==> src/rtl/wb_stage.sv <==
// wb_stage: writeback stage between MEM and the register-file write port.
// Non-loads retire in one cycle; loads wait for the dmem response, then are formatted.
`default_nettype none

module wb_stage #(
  parameter int XLEN = 32
) (
  input  logic            clk_i,
  input  logic            rst_n_i,
  input  logic            mem_valid_i,
  output logic            mem_ready_o,
  input  logic [4:0]      mem_rd_addr_i,
  input  logic            mem_rd_we_i,
  input  logic            mem_is_load_i,
  input  logic [2:0]      mem_funct3_i,
  input  logic [1:0]      mem_addr_lo_i,
  input  logic [XLEN-1:0] mem_result_i,
  input  logic            dmem_rvalid_i,
  input  logic [XLEN-1:0] dmem_rdata_i,
  output logic [4:0]      rd_addr_o,
  output logic [XLEN-1:0] rd_data_o,
  output logic            rd_we_o,
  output logic            retire_o,
  output logic            load_pending_o,
  output logic [4:0]      pending_rd_o
);

  typedef enum logic [0:0] {
    IDLE     = 1'b0,
    WAIT_RSP = 1'b1
  } state_e;

  state_e            state_q, state_d;
  logic [4:0]        ld_rd_q, ld_rd_d;
  logic              ld_we_q, ld_we_d;
  logic [2:0]        ld_f3_q, ld_f3_d;
  logic [1:0]        ld_lo_q, ld_lo_d;
  logic [4:0]        rd_addr_q, rd_addr_d;
  logic [XLEN-1:0]   rd_data_q, rd_data_d;
  logic              rd_we_q, rd_we_d;
  logic              retire_q, retire_d;

  logic [7:0]        w_byte;
  logic [15:0]       w_half;
  logic [XLEN-1:0]   w_fmt;

  always_comb begin
    w_byte = 8'h00;
    case (ld_lo_q)
      2'd0:    w_byte = dmem_rdata_i[7:0];
      2'd1:    w_byte = dmem_rdata_i[15:8];
      2'd2:    w_byte = dmem_rdata_i[23:16];
      default: w_byte = dmem_rdata_i[31:24];
    endcase
    // Half lane uses only addr_lo[1]; misaligned halves never reach this stage.
    w_half = ld_lo_q[1] ? dmem_rdata_i[31:16] : dmem_rdata_i[15:0];
    case (ld_f3_q)
      3'b000:  w_fmt = {{(XLEN-8){w_byte[7]}}, w_byte};
      3'b001:  w_fmt = {{(XLEN-16){w_half[15]}}, w_half};
      3'b100:  w_fmt = {{(XLEN-8){1'b0}}, w_byte};
      3'b101:  w_fmt = {{(XLEN-16){1'b0}}, w_half};
      default: w_fmt = dmem_rdata_i;
    endcase
  end

  always_comb begin
    state_d   = state_q;
    ld_rd_d   = ld_rd_q;
    ld_we_d   = ld_we_q;
    ld_f3_d   = ld_f3_q;
    ld_lo_d   = ld_lo_q;
    rd_addr_d = rd_addr_q;
    rd_data_d = rd_data_q;
    rd_we_d   = 1'b0;
    retire_d  = 1'b0;
    case (state_q)
      IDLE: begin
        if (mem_valid_i) begin
          if (mem_is_load_i) begin
            ld_rd_d = mem_rd_addr_i;
            ld_we_d = mem_rd_we_i;
            ld_f3_d = mem_funct3_i;
            ld_lo_d = mem_addr_lo_i;
            state_d = WAIT_RSP;
          end else begin
            retire_d = 1'b1;
            rd_we_d  = mem_rd_we_i & (mem_rd_addr_i != 5'd0);
            // Address/data only move on a real write so they hold otherwise.
            if (rd_we_d) begin
              rd_addr_d = mem_rd_addr_i;
              rd_data_d = mem_result_i;
            end
          end
        end
      end
      WAIT_RSP: begin
        if (dmem_rvalid_i) begin
          retire_d = 1'b1;
          rd_we_d  = ld_we_q & (ld_rd_q != 5'd0);
          if (rd_we_d) begin
            rd_addr_d = ld_rd_q;
            rd_data_d = w_fmt;
          end
          state_d = IDLE;
        end
      end
      default: state_d = IDLE;
    endcase
  end

  always_ff @(posedge clk_i or negedge rst_n_i) begin
    if (!rst_n_i) begin
      state_q   <= IDLE;
      ld_rd_q   <= 5'd0;
      ld_we_q   <= 1'b0;
      ld_f3_q   <= 3'd0;
      ld_lo_q   <= 2'd0;
      rd_addr_q <= 5'd0;
      rd_data_q <= '0;
      rd_we_q   <= 1'b0;
      retire_q  <= 1'b0;
    end else begin
      state_q   <= state_d;
      ld_rd_q   <= ld_rd_d;
      ld_we_q   <= ld_we_d;
      ld_f3_q   <= ld_f3_d;
      ld_lo_q   <= ld_lo_d;
      rd_addr_q <= rd_addr_d;
      rd_data_q <= rd_data_d;
      rd_we_q   <= rd_we_d;
      retire_q  <= retire_d;
    end
  end

  assign mem_ready_o    = (state_q == IDLE);
  assign load_pending_o = (state_q == WAIT_RSP);
  assign pending_rd_o   = (state_q == WAIT_RSP) ? ld_rd_q : 5'd0;
  assign rd_addr_o      = rd_addr_q;
  assign rd_data_o      = rd_data_q;
  assign rd_we_o        = rd_we_q;
  assign retire_o       = retire_q;

endmodule

`default_nettype wire

==> config.mk <==
export PLATFORM = sky130hd
export DESIGN_NAME = wb_stage
export DESIGN_NICKNAME = d
export VERILOG_FILES = /design/src/rtl/wb_stage.sv
export SDC_FILE = /design/constraint.sdc
export NUM_CORES = 1
export LEC_CHECK = 0
export ABC_AREA = 1
export CORE_ASPECT_RATIO = 1.5
export CORE_MARGIN = 1
export CORE_UTILIZATION = 45
export CTS_BUF_LIST = sky130_fd_sc_hd__clkbuf_2 sky130_fd_sc_hd__clkbuf_4 sky130_fd_sc_hd__clkbuf_8
export CTS_CLUSTER_DIAMETER = 80
export DETAILED_ROUTE_END_ITERATION = 16
export PLACE_DENSITY = 0.79
export REMOVE_ABC_BUFFERS = 1
export SYNTH_ARGS = -nofsm -noshare
export SYNTH_HDL_FRONTEND = slang
export SYNTH_SLANG_ARGS = --single-unit
==> constraint.sdc <==
create_clock -name clk_i -period 2.2 [get_ports clk_i]
set_clock_uncertainty 0.15 [all_clocks]
set_input_delay 0.44 -clock clk_i [delete_from_list [all_inputs] [get_ports clk_i]]
set_output_delay 0.44 -clock clk_i [all_outputs]
set_load 0.01 [all_outputs]
==> flow_metrics.env, run 1 <==
export IMPL_grt_pass1_vias=3366
export IMPL_initial_core_util_pct=46.9
export IMPL_min_period_over_period_pct=95.1
export IMPL_slowest_delay_ps=530
export IMPL_yosys_warnings=0
export IMPL_synth_top_area_cell="dfrtp_1"
export IMPL_cts_tree="done"
export IMPL_dieArea_mm2=0.00715
export IMPL_worst_slack_ps=108
export IMPL_drt_iter0_markers=273
export IMPL_required_ps=1610
export IMPL_p_per_area_mw_per_mm2=832
export IMPL_worstMarginPinSlew_ps=606
export IMPL_grt_first_pass_wirelength_um=15300
export IMPL_finalNetCount=667
export IMPL_yosysSeqAreaShare_pct=41.7
export IMPL_areaGrowthSynthToFinish_pct=47.1
export IMPL_drv_cap=0
export IMPL_seq_area_mm2=0.00128
export IMPL_crit_chain="buf_6 > nand2_1 > inv_1 > clkdlybuf4s50_1"
export IMPL_syn_instance_count=467
export IMPL_h_tree_depth=2
export IMPL_num_fill_cells=558
export IMPL_fin_cells=664
export IMPL_synth_top_cells_by_area="dfrtp_1, nand2_1, nor2_1, a21oi_1, inv_1"
export IMPL_first_pass_iters=5
export IMPL_cts_root_buf="clkbuf_8"
export IMPL_num_antenna_cells=0
export IMPL_portBuffers=125
export IMPL_leakage_nw=2.25
export IMPL_crit_slowest_cell="clkdlybuf4s50_1"
export IMPL_fin_crit_ps=2090
export IMPL_wl_met3_um=570
export IMPL_overflow=0
export IMPL_insertion_delay_ps=300
export IMPL_dp_cells=654
export IMPL_antenna_found_initial=0
export IMPL_dr_wl_met2_um=4670
export IMPL_place_congestion=0.869
export IMPL_wirelength_met1_um=3710
export IMPL_core_area_mm2=0.00653
export IMPL_wl_um=9270
export IMPL_syn_area_mm2=0.00306
export IMPL_synth_distinct_cells=24
export IMPL_synth_seq_cells=51
export IMPL_ios=126
export IMPL_maxSlewViolCount=0
export IMPL_drive_gt1_share_pct=6.29
export IMPL_crit_fanout=10
export IMPL_endpoint_kind="output pin"
export IMPL_synth_common_cells="nand2_1, nor2_1, dfrtp_1"
export IMPL_clockBufferDepth=2
export IMPL_synth_top_area_share_pct=41.7
export IMPL_grt_max_degree=46
export IMPL_cts_sinks=51
export IMPL_place_ws_ps=135
export IMPL_setup_viol=0
export IMPL_ys_flop_type="dfrtp_1"
export IMPL_crit_type="reg -> out"
export IMPL_die_h_um=103
export IMPL_die_w_um=69.4
export IMPL_clkSlewWorstSetupHoldPaths_ps=90
export IMPL_rsz0062_at_grt="false"
export IMPL_start_kind="flip-flop"
export IMPL_ant_nets=0
export IMPL_multi_input_area_mm2=0.00152
export IMPL_postSynthAreaPerCell_um2=6.56
export IMPL_vdd_drop_max_mv=0.462
export IMPL_yosys_cell_count_top_type="nand2_1"
export IMPL_via_count=3372
export IMPL_max_slew_margin_pct=59.6
export IMPL_hold_class="reg -> reg"
export IMPL_drt_vias_per_instance=5.08
export IMPL_drc=0
export IMPL_wl_per_cell_um=14.0
export IMPL_synth_edff_count=0
export IMPL_fmax_mhz=478
export IMPL_hold_viol_final=0
export IMPL_highest_layer="met4"
export IMPL_async_reset_ff_share_pct=100
export IMPL_worstPathArrival_ps=1500
export IMPL_status="finished, final reports clean"
export IMPL_cts_made_buffers=5
export IMPL_dpl_hpwl_um=6780
export IMPL_track_usage_pct=26.9
export IMPL_row_count=36
==> state kept, by name (all words and copies together) (netlist names) <==
signal,flops
ld_f3_q,3
ld_lo_q,2
ld_rd_q,5
ld_we_q,1
load_pending_o,1
rd_addr_o,5
rd_data_o,32
rd_we_o,1
retire_o,1
==> logic make-up (layout without fill, tap and decap cells) <==
| group | count (synthesis) | after routing | share of synthesized area, % |
|---|---|---|---|
| DFF | 51 | 51 | 41.7 |
| AOI/OAI and AO/OA | 68 | 68 | 11.6 |
| muxes | 3 | 3 | 1.10 |
| buffers and inverters | 58 | 179 | 8.62 |
| and+or+nand+nor | 287 | 287 | 37.0 |
==> power breakdown <==
part	leakage (nW)	internal (mW)	switching [mW]	total (mW)
sequential	0.623	1.23	0.192	1.43
combinational	1.58	0.885	0.835	1.72
clock	0.0505	0.287	0.317	0.603
==> worst max-delay path, delay by kind of cell (launching register included) <==
family / cells / cell delay (ps)
buf+inv: 3 / 760
flops: 1 / 380
simple gates: 1 / 60
==> repair_timing <==
item / 4_1_cts / 5_1_grt
setup buffers: 1 / 0
hold buffers: 1 / 0
gates resized for setup: 0 / 2
hold endpoints to repair: 22 / 0
endpoints found under the setup margin: 5 / 5
==> cells in the final DEF (no fill, tap or decap), types with 7 or more instances in the layout <==
| cell type | synthesis | routed |
|---|---|---|
| a21oi_1 | 42 | 42 |
| buf_4 | 0 | 11 |
| clkbuf_8 | 0 | 7 |
| clkdlybuf4s50_1 | 0 | 123 |
| dfrtp_1 | 51 | 51 |
| inv_1 | 28 | 28 |
| nand2_1 | 201 | 201 |
| nand3_1 | 12 | 12 |
| nor2_1 | 66 | 66 |
| o21ai_0 | 21 | 21 |
==> stage by stage <==
stage               cell area, um2  utilization (%)  hold WS (ps)  total power [mW]  TNS [ps]
finish                        4510             69.0           337              3.75         0
global route                  4510             69.0           366              4.02         0
CTS                           4500             68.9           340              3.77         0
detailed placement            4380             67.0           315              3.15         0
global placement              4380             67.0           302              3.12         0
floorplan                     2920                -         -5.59              2.18     -7250
==> final cells by class <==
cell class              instances  area share [%]
clock inverters                 1           0.167
flip-flops and latches         51            28.3
clock buffers                   7            2.14
repair buffers                140            30.9
inverters                      31            2.58
well taps                      76            2.11
multi-input cells             358            33.8
==> per-layer routing <==
layer | global-route usage (%) | up-vias
met5 | 0 | -
met1 | 31.4 | 1512
met2 | 48.1 | 153
met3 | 4.69 | 29
li1 | - | 1678
met4 | 12.7 | 0
==> worst paths after layout <==
path / startpoint / endpoint / slack, ps / depth (start not counted)
setup / recovery: load_pending_o / pending_rd_o[3] / 110 / 4
hold / removal: rd_data_o[24] / rd_data_o[24] / 340 / 2
setup reg to reg: ld_f3_q[0] / rd_data_o[0] / 260 / 8
hold reg to reg: rd_data_o[24] / rd_data_o[24] / 340 / 2
max in group asynchronous: rst_n_i / ld_we_q / 840 / 3
min in group asynchronous: rst_n_i / rd_data_o[22] / 500 / 2
(Power assumes the default switching activity.)
==> run 2, diff against run 1 <==
--- a/config.mk
+++ b/config.mk
@@ -17,3 +17,4 @@
 export SYNTH_ARGS = -nofsm -noshare
 export SYNTH_HDL_FRONTEND = slang
 export SYNTH_SLANG_ARGS = --single-unit
+export TNS_END_PERCENT = 20
==> results of run 2 <==
No change in the layout: final DEF, timing and power equal those of run 1.
